===== src/rtl/nw_pkg.sv =====
// Shared Needleman-Wunsch definitions: alignment op codes, direction-symbol
// bit positions (also used by the scoring stage) and the traceback FSM states.
package nw_pkg;

   localparam int SYM_DIAG = 2;
   localparam int SYM_UP   = 1;
   localparam int SYM_LX   = 0;

   typedef enum logic [1:0] {
      OP_DIAG = 2'b00,
      OP_UP   = 2'b01,
      OP_LEFT = 2'b10
   } op_e;

   typedef enum logic [2:0] {
      ST_IDLE,
      ST_READ,
      ST_WAIT,
      ST_EMIT,
      ST_FIN
   } state_e;

endpackage


===== src/rtl/nw_traceback_if.sv =====
// Traceback bundle: control, direction-memory read port and op output stream.
interface nw_traceback_if
   import nw_pkg::*;
#(
   parameter int N      = 8,
   parameter int IDX_W  = $clog2(N+1),
   parameter int ADDR_W = $clog2((N+1)*(N+1))
);
   logic              start;
   logic              sym_rd_en;
   logic [ADDR_W-1:0] sym_addr;
   logic [2:0]        sym_data;
   logic              out_valid;
   logic              out_ready;
   op_e               out_op;
   logic [IDX_W-1:0]  out_i;
   logic [IDX_W-1:0]  out_j;
   logic              busy;
   logic              done;
   logic              error;

   modport master (
      input  start, sym_data, out_ready,
      output sym_rd_en, sym_addr, out_valid, out_op, out_i, out_j,
             busy, done, error
   );

   modport slave (
      output start, sym_data, out_ready,
      input  sym_rd_en, sym_addr, out_valid, out_op, out_i, out_j,
             busy, done, error
   );
endinterface


===== src/rtl/nw_sym_decode.sv =====
// Priority decode of a direction symbol: diag beats up beats left; an empty
// symbol means the scoring stage left no predecessor, which is illegal.
module nw_sym_decode
   import nw_pkg::*;
(
   input  logic [2:0] sym,
   output op_e        op,
   output logic       illegal
);

   // diag > up > lx priority
   always_comb begin
      op      = OP_DIAG;
      illegal = 1'b0;
      if (sym[SYM_DIAG])    op = OP_DIAG;
      else if (sym[SYM_UP]) op = OP_UP;
      else if (sym[SYM_LX]) op = OP_LEFT;
      else                  illegal = 1'b1;
   end

endmodule


===== src/rtl/nw_traceback.sv =====
// Needleman-Wunsch traceback: walks from (N,N) to (0,0) reading direction
// symbols and streams one alignment op per step over valid/ready.
module nw_traceback
   import nw_pkg::*;
#(
   parameter int N      = 8,
   parameter int IDX_W  = $clog2(N+1),
   parameter int ADDR_W = $clog2((N+1)*(N+1))
) (
   input  logic           clk,
   input  logic           rst,
   nw_traceback_if.master bus
);

   state_e           state_q, state_d;
   logic [IDX_W-1:0] i_q, i_d, j_q, j_d;
   op_e              op_q, op_d;
   logic             err_q, err_d;

   op_e              dec_op;
   logic             dec_illegal;
   logic             at_edge;
   logic [ADDR_W-1:0] cell_addr;

   nw_sym_decode u_dec (
      .sym     (bus.sym_data),
      .op      (dec_op),
      .illegal (dec_illegal)
   );

   // On row 0 or column 0 the only legal move is forced, so no read is needed
   assign at_edge   = (i_q == '0) || (j_q == '0);
   assign cell_addr = ADDR_W'(i_q) * ADDR_W'(N+1) + ADDR_W'(j_q);

   // State, indices, latched op and sticky error
   always_ff @(posedge clk or posedge rst) begin
      if (rst) begin
         state_q <= ST_IDLE;
         i_q     <= '0;
         j_q     <= '0;
         op_q    <= OP_DIAG;
         err_q   <= 1'b0;
      end else begin
         state_q <= state_d;
         i_q     <= i_d;
         j_q     <= j_d;
         op_q    <= op_d;
         err_q   <= err_d;
      end
   end

   // Next-state and index/op updates
   always_comb begin
      state_d = state_q;
      i_d     = i_q;
      j_d     = j_q;
      op_d    = op_q;
      err_d   = err_q;
      unique case (state_q)
         ST_IDLE: begin
            if (bus.start) begin
               i_d     = IDX_W'(N);
               j_d     = IDX_W'(N);
               err_d   = 1'b0;
               state_d = ST_READ;
            end
         end
         ST_READ: begin
            if (at_edge) begin
               op_d    = (i_q == '0) ? OP_LEFT : OP_UP;
               state_d = ST_EMIT;
            end else begin
               state_d = ST_WAIT;
            end
         end
         ST_WAIT: begin
            if (dec_illegal) begin
               err_d   = 1'b1;
               state_d = ST_FIN;
            end else begin
               op_d    = dec_op;
               state_d = ST_EMIT;
            end
         end
         ST_EMIT: begin
            if (bus.out_ready) begin
               unique case (op_q)
                  OP_DIAG: begin
                     i_d = i_q - IDX_W'(1);
                     j_d = j_q - IDX_W'(1);
                  end
                  OP_UP:   i_d = i_q - IDX_W'(1);
                  default: j_d = j_q - IDX_W'(1);
               endcase
               state_d = ((i_d == '0) && (j_d == '0)) ? ST_FIN : ST_READ;
            end
         end
         ST_FIN:  state_d = ST_IDLE;
         default: state_d = ST_IDLE;
      endcase
   end

   // Outputs decode straight from state so reset zeroes them immediately
   assign bus.sym_rd_en = (state_q == ST_READ) && !at_edge;
   assign bus.sym_addr  = bus.sym_rd_en ? cell_addr : '0;
   assign bus.out_valid = (state_q == ST_EMIT);
   assign bus.out_op    = bus.out_valid ? op_q : OP_DIAG;
   assign bus.out_i     = bus.out_valid ? i_q : '0;
   assign bus.out_j     = bus.out_valid ? j_q : '0;
   assign bus.busy      = (state_q != ST_IDLE);
   assign bus.done      = (state_q == ST_FIN);
   assign bus.error     = err_q;

endmodule

===== src/flat_wrapper.sv =====
// flat-port wrapper written by rule: the top's interface ports become plain ports
module nw_traceback_flat import nw_pkg::*;
#(
   parameter int N      = 8,
   parameter int IDX_W  = $clog2(N+1),
   parameter int ADDR_W = $clog2((N+1)*(N+1))
)
  (clk, rst, bus_start, bus_sym_data, bus_out_ready, bus_sym_rd_en, bus_sym_addr, bus_out_valid, bus_out_op, bus_out_i, bus_out_j, bus_busy, bus_done, bus_error);
  nw_traceback_if #(.N(N), .IDX_W(IDX_W), .ADDR_W(ADDR_W)) bus_i ();
  input  logic clk;
  input  logic rst;
  input wire logic [$bits(bus_i.start)-1:0] bus_start;
  input wire logic [$bits(bus_i.sym_data)-1:0] bus_sym_data;
  input wire logic [$bits(bus_i.out_ready)-1:0] bus_out_ready;
  output wire logic [$bits(bus_i.sym_rd_en)-1:0] bus_sym_rd_en;
  output wire logic [$bits(bus_i.sym_addr)-1:0] bus_sym_addr;
  output wire logic [$bits(bus_i.out_valid)-1:0] bus_out_valid;
  output wire logic [$bits(bus_i.out_op)-1:0] bus_out_op;
  output wire logic [$bits(bus_i.out_i)-1:0] bus_out_i;
  output wire logic [$bits(bus_i.out_j)-1:0] bus_out_j;
  output wire logic [$bits(bus_i.busy)-1:0] bus_busy;
  output wire logic [$bits(bus_i.done)-1:0] bus_done;
  output wire logic [$bits(bus_i.error)-1:0] bus_error;
  assign bus_i.start = bus_start;
  assign bus_i.sym_data = bus_sym_data;
  assign bus_i.out_ready = bus_out_ready;
  assign bus_sym_rd_en = bus_i.sym_rd_en;
  assign bus_sym_addr = bus_i.sym_addr;
  assign bus_out_valid = bus_i.out_valid;
  assign bus_out_op = bus_i.out_op;
  assign bus_out_i = bus_i.out_i;
  assign bus_out_j = bus_i.out_j;
  assign bus_busy = bus_i.busy;
  assign bus_done = bus_i.done;
  assign bus_error = bus_i.error;
  nw_traceback #(.N(N), .IDX_W(IDX_W), .ADDR_W(ADDR_W)) u_core (.clk(clk), .rst(rst), .bus(bus_i));
endmodule

===== config.mk =====
export PLATFORM = sky130hd
export DESIGN_NAME = nw_traceback_flat
export DESIGN_NICKNAME = d
export VERILOG_FILES = /design/src/rtl/nw_pkg.sv /design/src/rtl/nw_traceback_if.sv /design/src/rtl/nw_sym_decode.sv /design/src/rtl/nw_traceback.sv /design/src/flat_wrapper.sv
export SDC_FILE = /design/constraint.sdc
export NUM_CORES = 1
export LEC_CHECK = 0
export BUFFER_PORTS_ARGS = -buffer_cell sky130_fd_sc_hd__buf_2
export CORE_UTILIZATION = 40
export CTS_CLUSTER_DIAMETER = 30
export DETAILED_ROUTE_END_ITERATION = 10
export GPL_TIMING_DRIVEN = 0
export HOLD_SLACK_MARGIN = 0.03
export PLACE_DENSITY = 0.59
export SLEW_MARGIN = 10
export SYNTH_ARGS = -nofsm -noshare
export SYNTH_HDL_FRONTEND = slang
export SYNTH_SLANG_ARGS = --single-unit

===== constraint.sdc =====
create_clock -name clk -period 4.4 [get_ports clk]
set_input_delay 0.44 -clock clk [delete_from_list [all_inputs] [get_ports clk]]
set_output_delay 0.44 -clock clk [all_outputs]
set_load 0.02 [all_outputs]

# Yosys cells after proc, flatten, opt, wreduce, memory -nomap -nowiden
# Index checks and enable logic that the tools add are counted.
[classes]
eq_ne = 10
addsub = 3
n_reduce_logical = 19
n_mul = 1
n_mux = 34
[op_table]
columns = ["operator", "n"]
rows = [
  ["$mux W4", 11],
  ["$logic_not A4 Y1", 4],
  ["$pmux W4 S2", 2],
  ["$mux W2", 7],
  ["$mux W3", 4],
  ["$pmux W3 S4", 1],
  ["$reduce_and A3 Y1", 3],
  ["$sub A4 B1 Y4 const B", 2],
  ["$add A7 B4 Y7", 1],
  ["$mul A4 B4 Y7 const B", 1],
  ["$mux W7", 1],
  ["$eq A3 B2 Y1 const B", 2],
  ["$mux W1", 6],
  ["$ne A2 B2 Y1 const B", 3],
  ["$reduce_bool A2 Y1", 3],
  ["$ne A2 B1 Y1 const B", 2],
  ["$pmux W2 S2", 1],
  ["$eq A3 B1 Y1 const B", 1],
  ["$eq A3 B3 Y1 const B", 1],
  ["$logic_not A3 Y1", 1],
  ["$reduce_bool A3 Y1", 1],
  ["$eq A2 B1 Y1 const B", 1],
  ["$logic_and A1 B1 Y1", 2],
  ["$logic_not A2 Y1", 1],
  ["5 further kinds", 5],
]
[totals]
out_inout_bits = 22
word_cells = 72
regBits = 14
input_bits = 7

# Logic depth before layout (Yosys ltp)
# Gate-level depths: netlist of the first run.
[depth]
depth_word = 10
ltp_mapped = 9
ltp_nobuf = 9

# Cells and area by module
# Synthesis of the first run repeated with hierarchy kept, for this count alone.
[unflattened]
cells_unflattened = 156
area_unflattened_um2 = 1287.5
[modules_own_cells]
columns = ["module", "cells_per_inst", "area_each_um2", "n_inst", "seq_area_each_um2"]
rows = [
  ["nw_traceback", 153, 1256.2, 1, 350.3],
  ["nw_sym_decode", 3, 31.3, 1, 0.0],
]

# Worst setup path before layout of the first run
# OpenSTA, ideal clock, no wires.
[synth_timing]
kind = "register to output"
startpoint = "register u_core.i_q[3]"
endpoint = "output port bus_sym_addr[6]"
n_path_buf = 0
required_ns = 3.960
slack_ns = 1.919
arrival_time_ns = 2.041
path_stages_with_launch = 8
path_cell_list = "dfrtp_1 -> ha_1 -> ha_1 -> ha_1 -> a21oi_1 -> o21ai_0 -> xnor2_1 -> nor2_1"
[synth_between]
elab_chain_cells = 5
word_cells_on_any_way = 7
classes_between = "1 x add/sub; 1 x mul; 1 x mux; 4 x reduce/logical"
[synth_lines]
columns = ["item", "line", "text"]
rows = [
  ["start, declared", "nw_traceback.sv:16", "logic [IDX_W-1:0] i_q, i_d, j_q, j_d;"],
  ["start signal, assigned", "nw_traceback.sv:45", "i_q <= i_d;"],
  ["parallel branches: the longest is 4 deep, another holds $mul A4 B4 Y7", "--", ""],
  ["$mux W7 (*)", "nw_traceback.sv:105", "assign bus.sym_addr = bus.sym_rd_en ? cell_addr : '0;"],
  ["end, declared", "flat_wrapper.sv:16", "output wire logic [$bits(bus_i.sym_addr)-1:0] bus_sym_addr;"],
]
# Every way passes the cells marked *.

# Final worst setup path of the first run
# Same ends and word-level chain as after synthesis.

==> results of run 1 <==
## registers in the layout (all words and copies together), names as in the netlist
name              count
u_core.j_q            4
u_core.op_q           2
u_core.state_q        3
u_core.i_q            4
u_core.bus.error      1
## per-layer routing
layer | part of all wire, % | global-route usage (%)
met3 | 3.9 | 2.20
met4 | 1.7 | 9.18
met5 | 0 | 0
met2 | 52 | 37.1
met1 | 43 | 24.1
## synth_stat cells, types with 4 or more instances
| cell type | n |
|---|---|
| nand2_1 | 13 |
| nor2_1 | 12 |
| a31oi_1 | 5 |
| and2_1 | 14 |
| a21oi_1 | 10 |
| inv_1 | 13 |
| o21ai_1 | 7 |
| xor2_1 | 4 |
| dfrtp_1 | 14 |
| ha_1 | 13 |
## power by group
part | internal [mW] | total (mW) | switching [mW] | leakage, nW
Clock | 0.0504 | 0.0948 | 0.0444 | 0.0210
Sequential | 0.182 | 0.251 | 0.0686 | 0.170
Combinational | 0.343 | 0.837 | 0.494 | 0.587
## cells by family (layout without fill, tap and decap cells)
family,after synthesis,count (layout),share of synthesized area [%]
adders and majority gates,14,14,14.4
and+or+nand+nor,62,62,28.8
DFF,14,14,27.5
buffers and inverters,20,52,7.96
xor gates and xnor gates,7,7,4.82
AOI/OAI and AO/OA,33,33,15.7
muxes,1,1,0.787
## final cells by class
cell class | instances | area [um2] | share of cell area, %
buffer | 7 | 52.6 | 3.49
clock buffer | 4 | 36.3 | 2.41
timing repair buffer | 28 | 140 | 9.32
multi-input combinational | 117 | 821 | 54.6
sequential | 14 | 350 | 23.3
tap | 44 | 55.1 | 3.66
inverter | 13 | 48.8 | 3.24
## worst max-delay path: stages (launching register included)
cell	delay, ns
dfrtp_1	0.48
ha_1	0.31
ha_1	0.29
ha_1	0.34
a21oi_1	0.24
o21ai_0	0.17
xnor2_1	0.16
nor2_1	0.08
buf_2	0.17
## worst max path at each step
stage	to	startpoint
2_1_floorplan	bus_sym_addr[6]	u_core.i_q[3]
3_3_place_gp	bus_sym_addr[6]	u_core.i_q[0]
3_5_place_dp	bus_sym_addr[6]	u_core.i_q[0]
4_1_cts	bus_sym_addr[6]	u_core.i_q[3]
5_1_grt	bus_sym_addr[6]	u_core.i_q[0]
6_report	bus_sym_addr[6]	u_core.i_q[3]
## stage by stage
step                      util [%]  cell area (um2)  setup WS (ns)  total power [mW]
after floorplan                  -             1270           1.92             0.875
final                         49.7             1500           1.44              1.18
after global placement        48.5             1470           1.82              1.06
after detailed placement      48.5             1470           1.77              1.09
after CTS                     49.7             1500           1.43              1.20
after global routing          49.7             1500           1.23              1.31
==> results by group, run 1 <==
Cells and area
  – Commonest non-fill, non-tap cell in the layout: buf_2
  – Most frequent cells in the layout: buf_2, and2_1, dfrtp_1
  – Fin nets: 205
  – Fillers: 306
  – # diodes: 0
  – Post-route insts no fill: 227
  – Layout cell share with drive strength beyond 1: 24.0%
  – Area grow syn2layout: 18.2%

Setup path
  – Worst Path Class, Setup: reg -> out
  – Worst r2r path cells: 7
  – CP Launch Type: register
  – RR Startpoint: u_core.i_q[0]
  – R2R Setup Slk: 2.49 ns
  – CP max FO: 6
  – Reg2Reg Capture Point: u_core.state_q[0]
  – Worst EP arrival: 2.52 ns
  – Crit end category: output pin
  – CP Data Required Time: 3.96 ns

Clock tree
  – Clock transition at path regs: 0.09 ns
  – Hold-fix buffers, CTS: 0
  – CTS Buffer Depth: 2
  – Resized cells post-CTS: 0
  – Root buffer cell: clkbuf_4
  – Clock sinks: 14
  – CTS tree: done
  – Clock Latency Late Sink: 0.29 ns
  – TritonCTS Buffers: 3
  – H-tree levels: 1
  – Post-CTS Setup Bufs: 0

Power
  – Max VDD drop: 0.269 mV
  – Pwr dens: 786 mW/mm2
  – Leakage Power: 0.779 nW

Synthesis
  – Area leader, netlist: dfrtp_1
  – Mean post-synth cell area: 8.43 um2
  – Ys flop type: dfrtp_1
  – EDFF count, synth: 0
  – Syn. warnings: 0
  – FFs w/ async S/R, synth: 100%
  – Yosys cell types: 39
  – Syn_nets: 172
  – Synth area leaders: dfrtp_1, ha_1, and2_1, a21oi_1, inv_1
  – Share of the synthesized area in the top cell type: 27.5%
  – Post-synthesis instance total: 151
  – Synth Register Bits: 14
  – Synthesized area: 0.00127 mm2
  – Seq/Total Area, Yosys: 27.5%

Global route
  – Initial antenna violation count: 0
  – Global-route wire length before repair: 5250 um
  – Total track usage: 20.4%
  – Largest net degree at the start of global routing: 15
  – Vias in the first global route: 1,179
  – Grt total ovfl: 0

Drt
  – Vias: 1,174
  – DR pass1 iterations: 4
  – DR iter-0 viols: 32
  – WL final: 3060 um
  – Routed len/inst: 13.5 um
  – DRC viols: 0
  – Vias/cell: 5.17
  – Final ANT Viol Nets: 0

Place
  – GPL Wtd Cong: 0.849
  – Placed Cells: 223
  – Hpwl dp: 2500 um
  – Port Buf Inserts: 28

Floorplan
  – I/O Pins: 29
  – Die width: 58.4 um
  – Die area: 0.00341 mm2
  – Row count: 20
  – Initial core utilization: 42.0%
  – Die H: 58.4 um
  – Area of the core: 0.00303 mm2

Timing
  – Fmax: 337 MHz
  – Hold_ws: 0.185 ns
  – Final Max Tran Viols: 0
  – Post-route setup TNS: 0 ns
  – Measured slew at the worst slew-check pin: 0.557 ns
  – Final hold vios: 0
  – Worst Clk Skew: 0.00675 ns
  – Worst slew margin: 62.8%
  – Final setup violation count: 0
  – Min cycle time layout: 2.96 ns
  – RSZ-0062 raised after global routing: no
  – Final Cycle Share: 67.3%

Flow run
  – Max Cap Viol: 0

Worst hold path
  – Worst Hold Class: in -> async

Run status
  – Status: complete, no violations
No activity file was read; power rests on OpenSTA's default activity.
==> run 2, diff against run 1 <==
--- a/config.mk
+++ b/config.mk
@@ -11,7 +11,7 @@
 export DETAILED_ROUTE_END_ITERATION = 10
 export GPL_TIMING_DRIVEN = 0
 export HOLD_SLACK_MARGIN = 0.03
-export PLACE_DENSITY = 0.59
+export PLACE_DENSITY = 0.61
 export SLEW_MARGIN = 10
 export SYNTH_ARGS = -nofsm -noshare
 export SYNTH_HDL_FRONTEND = slang
==> constraint.sdc (replaced) <==
create_clock -name clk -period 2.5 [get_ports clk]
set_input_delay 0.25 -clock clk [delete_from_list [all_inputs] [get_ports clk]]
set_output_delay 0.25 -clock clk [all_outputs]
set_load 0.02 [all_outputs]
==> run 2 against run 1 <==
  * Sequential share of layout area down 1.9 points
  * Core utilization up 5.5 points
  * Worst setup slack lost 1.4 ns
  * First-iteration DRC count unchanged
  * Global-route usage is 1.1 points lower
  * Die area did not move
  * Via count grew 1.8%
  * Power increased by 97%
  * Non-clock buffer count increased by 8
  * Routed wire length is 1.8% higher
==> results by group, run 2 (same netlist as run 1, synthesis figures left out) <==
Run status
  – Status: complete, no violations (unchanged)

Cells and area
  – Design Area, Final: 0.00167 mm2 (was 0.00150 mm2)
  – Area grow syn2layout: 31.2% (was 18.2%)
  – Commonest non-fill, non-tap cell in the layout: buf_2 (unchanged)
  – Layout cell share with drive strength beyond 1: 36.1% (was 24.0%)
  – Most frequent cells in the layout: buf_2, and2_1, nand2_1 (was buf_2, and2_1, dfrtp_1)
  – # diodes: 0 (unchanged)
  – Top Registers: u_core.i_q: 4 flops, u_core.j_q: 4 flops, u_core.state_q: 3 flops (unchanged)
  – Fillers: 301 (was 306)
  – Fin nets: 213 (was 205)
  – Final Util: 55.1% (was 49.7%)

Clock tree
  – H-tree levels: 1 (unchanged)
  – Clock transition at path regs: 0.08 ns (was 0.09 ns)
  – CTS Buffer Depth: 2 (unchanged)
  – Clock Latency Late Sink: 0.27 ns (was 0.29 ns)
  – Root buffer cell: clkbuf_4 (unchanged)
  – TritonCTS Buffers: 3 (unchanged)
  – Clock sinks: 14 (unchanged)
  – CTS tree: done (unchanged)

Timing
  – RSZ-0062 raised after global routing: yes (was no)
  – Fmax: 409 MHz
  – Post-route setup TNS: 0 ns (unchanged)
  – Min cycle time layout: 2.44 ns
  – Final hold vios: 0 (unchanged)
  – Final Cycle Share: 97.8%
  – Hold_ws: 0.286 ns (was 0.185 ns)
  – Final setup violation count: 0 (unchanged)
  – Worst Clk Skew: 0.00162 ns (was 0.00675 ns)
  – Worst slew margin: 63.0% (was 62.8%)
  – Measured slew at the worst slew-check pin: 0.555 ns (was 0.557 ns)
  – Final Max Tran Viols: 0 (unchanged)

Drt
  – DR pass1 iterations: 4 (unchanged)
  – Vias/cell: 5.09 (was 5.17)
  – DRC viols: 0 (unchanged)
  – Vias: 1,195 (was 1,174)
  – DR iter-0 viols: 32 (unchanged)
  – Routed len/inst: 13.3 um (was 13.5 um)
  – WL final: 3120 um (was 3060 um)
  – Final ANT Viol Nets: 0 (unchanged)

Floorplan
  – Die H: 58.4 um (unchanged)
  – Die area: 0.00341 mm2 (unchanged)
  – Area of the core: 0.00303 mm2 (unchanged)
  – Row count: 20 (unchanged)
  – Die width: 58.4 um (unchanged)
  – I/O Pins: 29 (unchanged)
  – Initial core utilization: 42.0% (unchanged)

Setup path
  – Worst Path Class, Setup: reg -> out (unchanged)
  – CP Data Required Time: 2.25 ns (was 3.96 ns)
  – R2R Setup Slk: 0.53 ns (was 2.49 ns)
  – Worst r2r path cells: 8 (was 7)
  – Reg2Reg Capture Point: u_core.state_q[0] (unchanged)
  – Critical Path Start: u_core.i_q[1] (was u_core.i_q[3])
  – Worst EP arrival: 2.19 ns (was 2.52 ns)
  – Crit end category: output pin (unchanged)
  – CP max FO: 5 (was 6)
  – CP Launch Type: register (unchanged)
  – RR Startpoint: u_core.i_q[0] (unchanged)
  – Setup crit end: bus_sym_addr[5] (was bus_sym_addr[6])

Power
  – Pwr Total: 2.33 mW (was 1.18 mW)
  – Max VDD drop: 0.606 mV (was 0.269 mV)
  – Pwr dens: 1400 mW/mm2 (was 786 mW/mm2)
  – Leakage Power: 0.809 nW (was 0.779 nW)

Place
  – Hpwl dp: 2270 um (was 2500 um)
  – GPL Wtd Cong: 0.798 (was 0.849)
  – Area post-placement: 0.00147 mm2 (unchanged)
  – Port Buf Inserts: 28 (unchanged)

Global route
  – Total track usage: 19.3% (was 20.4%)
  – Largest net degree at the start of global routing: 15 (unchanged)
  – Global-route wire length before repair: 5070 um (was 5250 um)
  – Vias in the first global route: 1,077 (was 1,179)
  – Grt total ovfl: 0 (unchanged)
  – Initial antenna violation count: 0 (unchanged)

Worst hold path
  – Worst Hold Class: in -> reg (was in -> async)

Flow run
  – Max Cap Viol: 0 (unchanged)
## run 2: worst min path at each step
| stage | start | end | slack, ns | cells after the start |
|---|---|---|---|---|
| floorplan | rst | u_core.bus.error | 0.14 | 1 |
| global placement | rst | u_core.op_q[1] | 0.33 | 2 |
| detailed placement | rst | u_core.op_q[1] | 0.33 | 2 |
| CTS | bus_sym_data[0] | u_core.bus.error | 0.28 | 4 |
| global route | bus_out_ready | u_core.state_q[1] | 0.31 | 4 |
| finish | bus_sym_data[0] | u_core.bus.error | 0.29 | 4 |
## run 2: power breakdown
group	total (mW)	leakage, nW	switching (mW)	internal (mW)
registers	0.434	0.163	0.106	0.328
logic	1.73	0.625	0.972	0.763
clock network	0.160	0.0210	0.0720	0.0885
## run 2: per-stage QoR
stage	instances	setup slack, ns
4_1_cts	233	0.0170
3_5_place_dp	223	0.0866
2_1_floorplan	151	0.209
5_1_grt	235	-0.0570
6_report	235	0.0556
3_3_place_gp	223	0.121
## run 2: layout make-up
class                           count  area, um2  area share [%]
Sequential cell                    14        358            21.4
Inverter                           13       48.8            2.92
Multi-Input combinational cell    117        907            54.3
Clock buffer                        4       36.3            2.17
Timing Repair Buffer               36        211            12.7
Tap cell                           44       55.1            3.30
Buffer                              7       52.6            3.15
## run 2: metal layers
layer	track usage (%)	wire length [um]	part of all wire, %	vias to the layer above
met5	0	0	0	-
met4	4.08	49	1.6	0
met3	3.96	116	3.7	6
met2	32.2	1530	49	29
met1	26.0	1420	46	557
li1	-	-	-	603
## run 2: timing repair
action	CTS	global route
setup endpoints to repair	3	4
resized for setup	12	12
buffers inserted	5	2
hold buffers	1	0
pin swaps	0	7
endpoints found under the hold margin	14	0
## run 2: critical path, cell delays in order (launching register included)
cell and delay [ns]:
dfrtp_2 0.46, ha_4 0.28, ha_4 0.12, inv_2 0.04
fa_2 0.39, inv_2 0.06, a21o_1 0.12, a21oi_2 0.05
xor2_1 0.14, nor2_1 0.10, buf_4 0.15
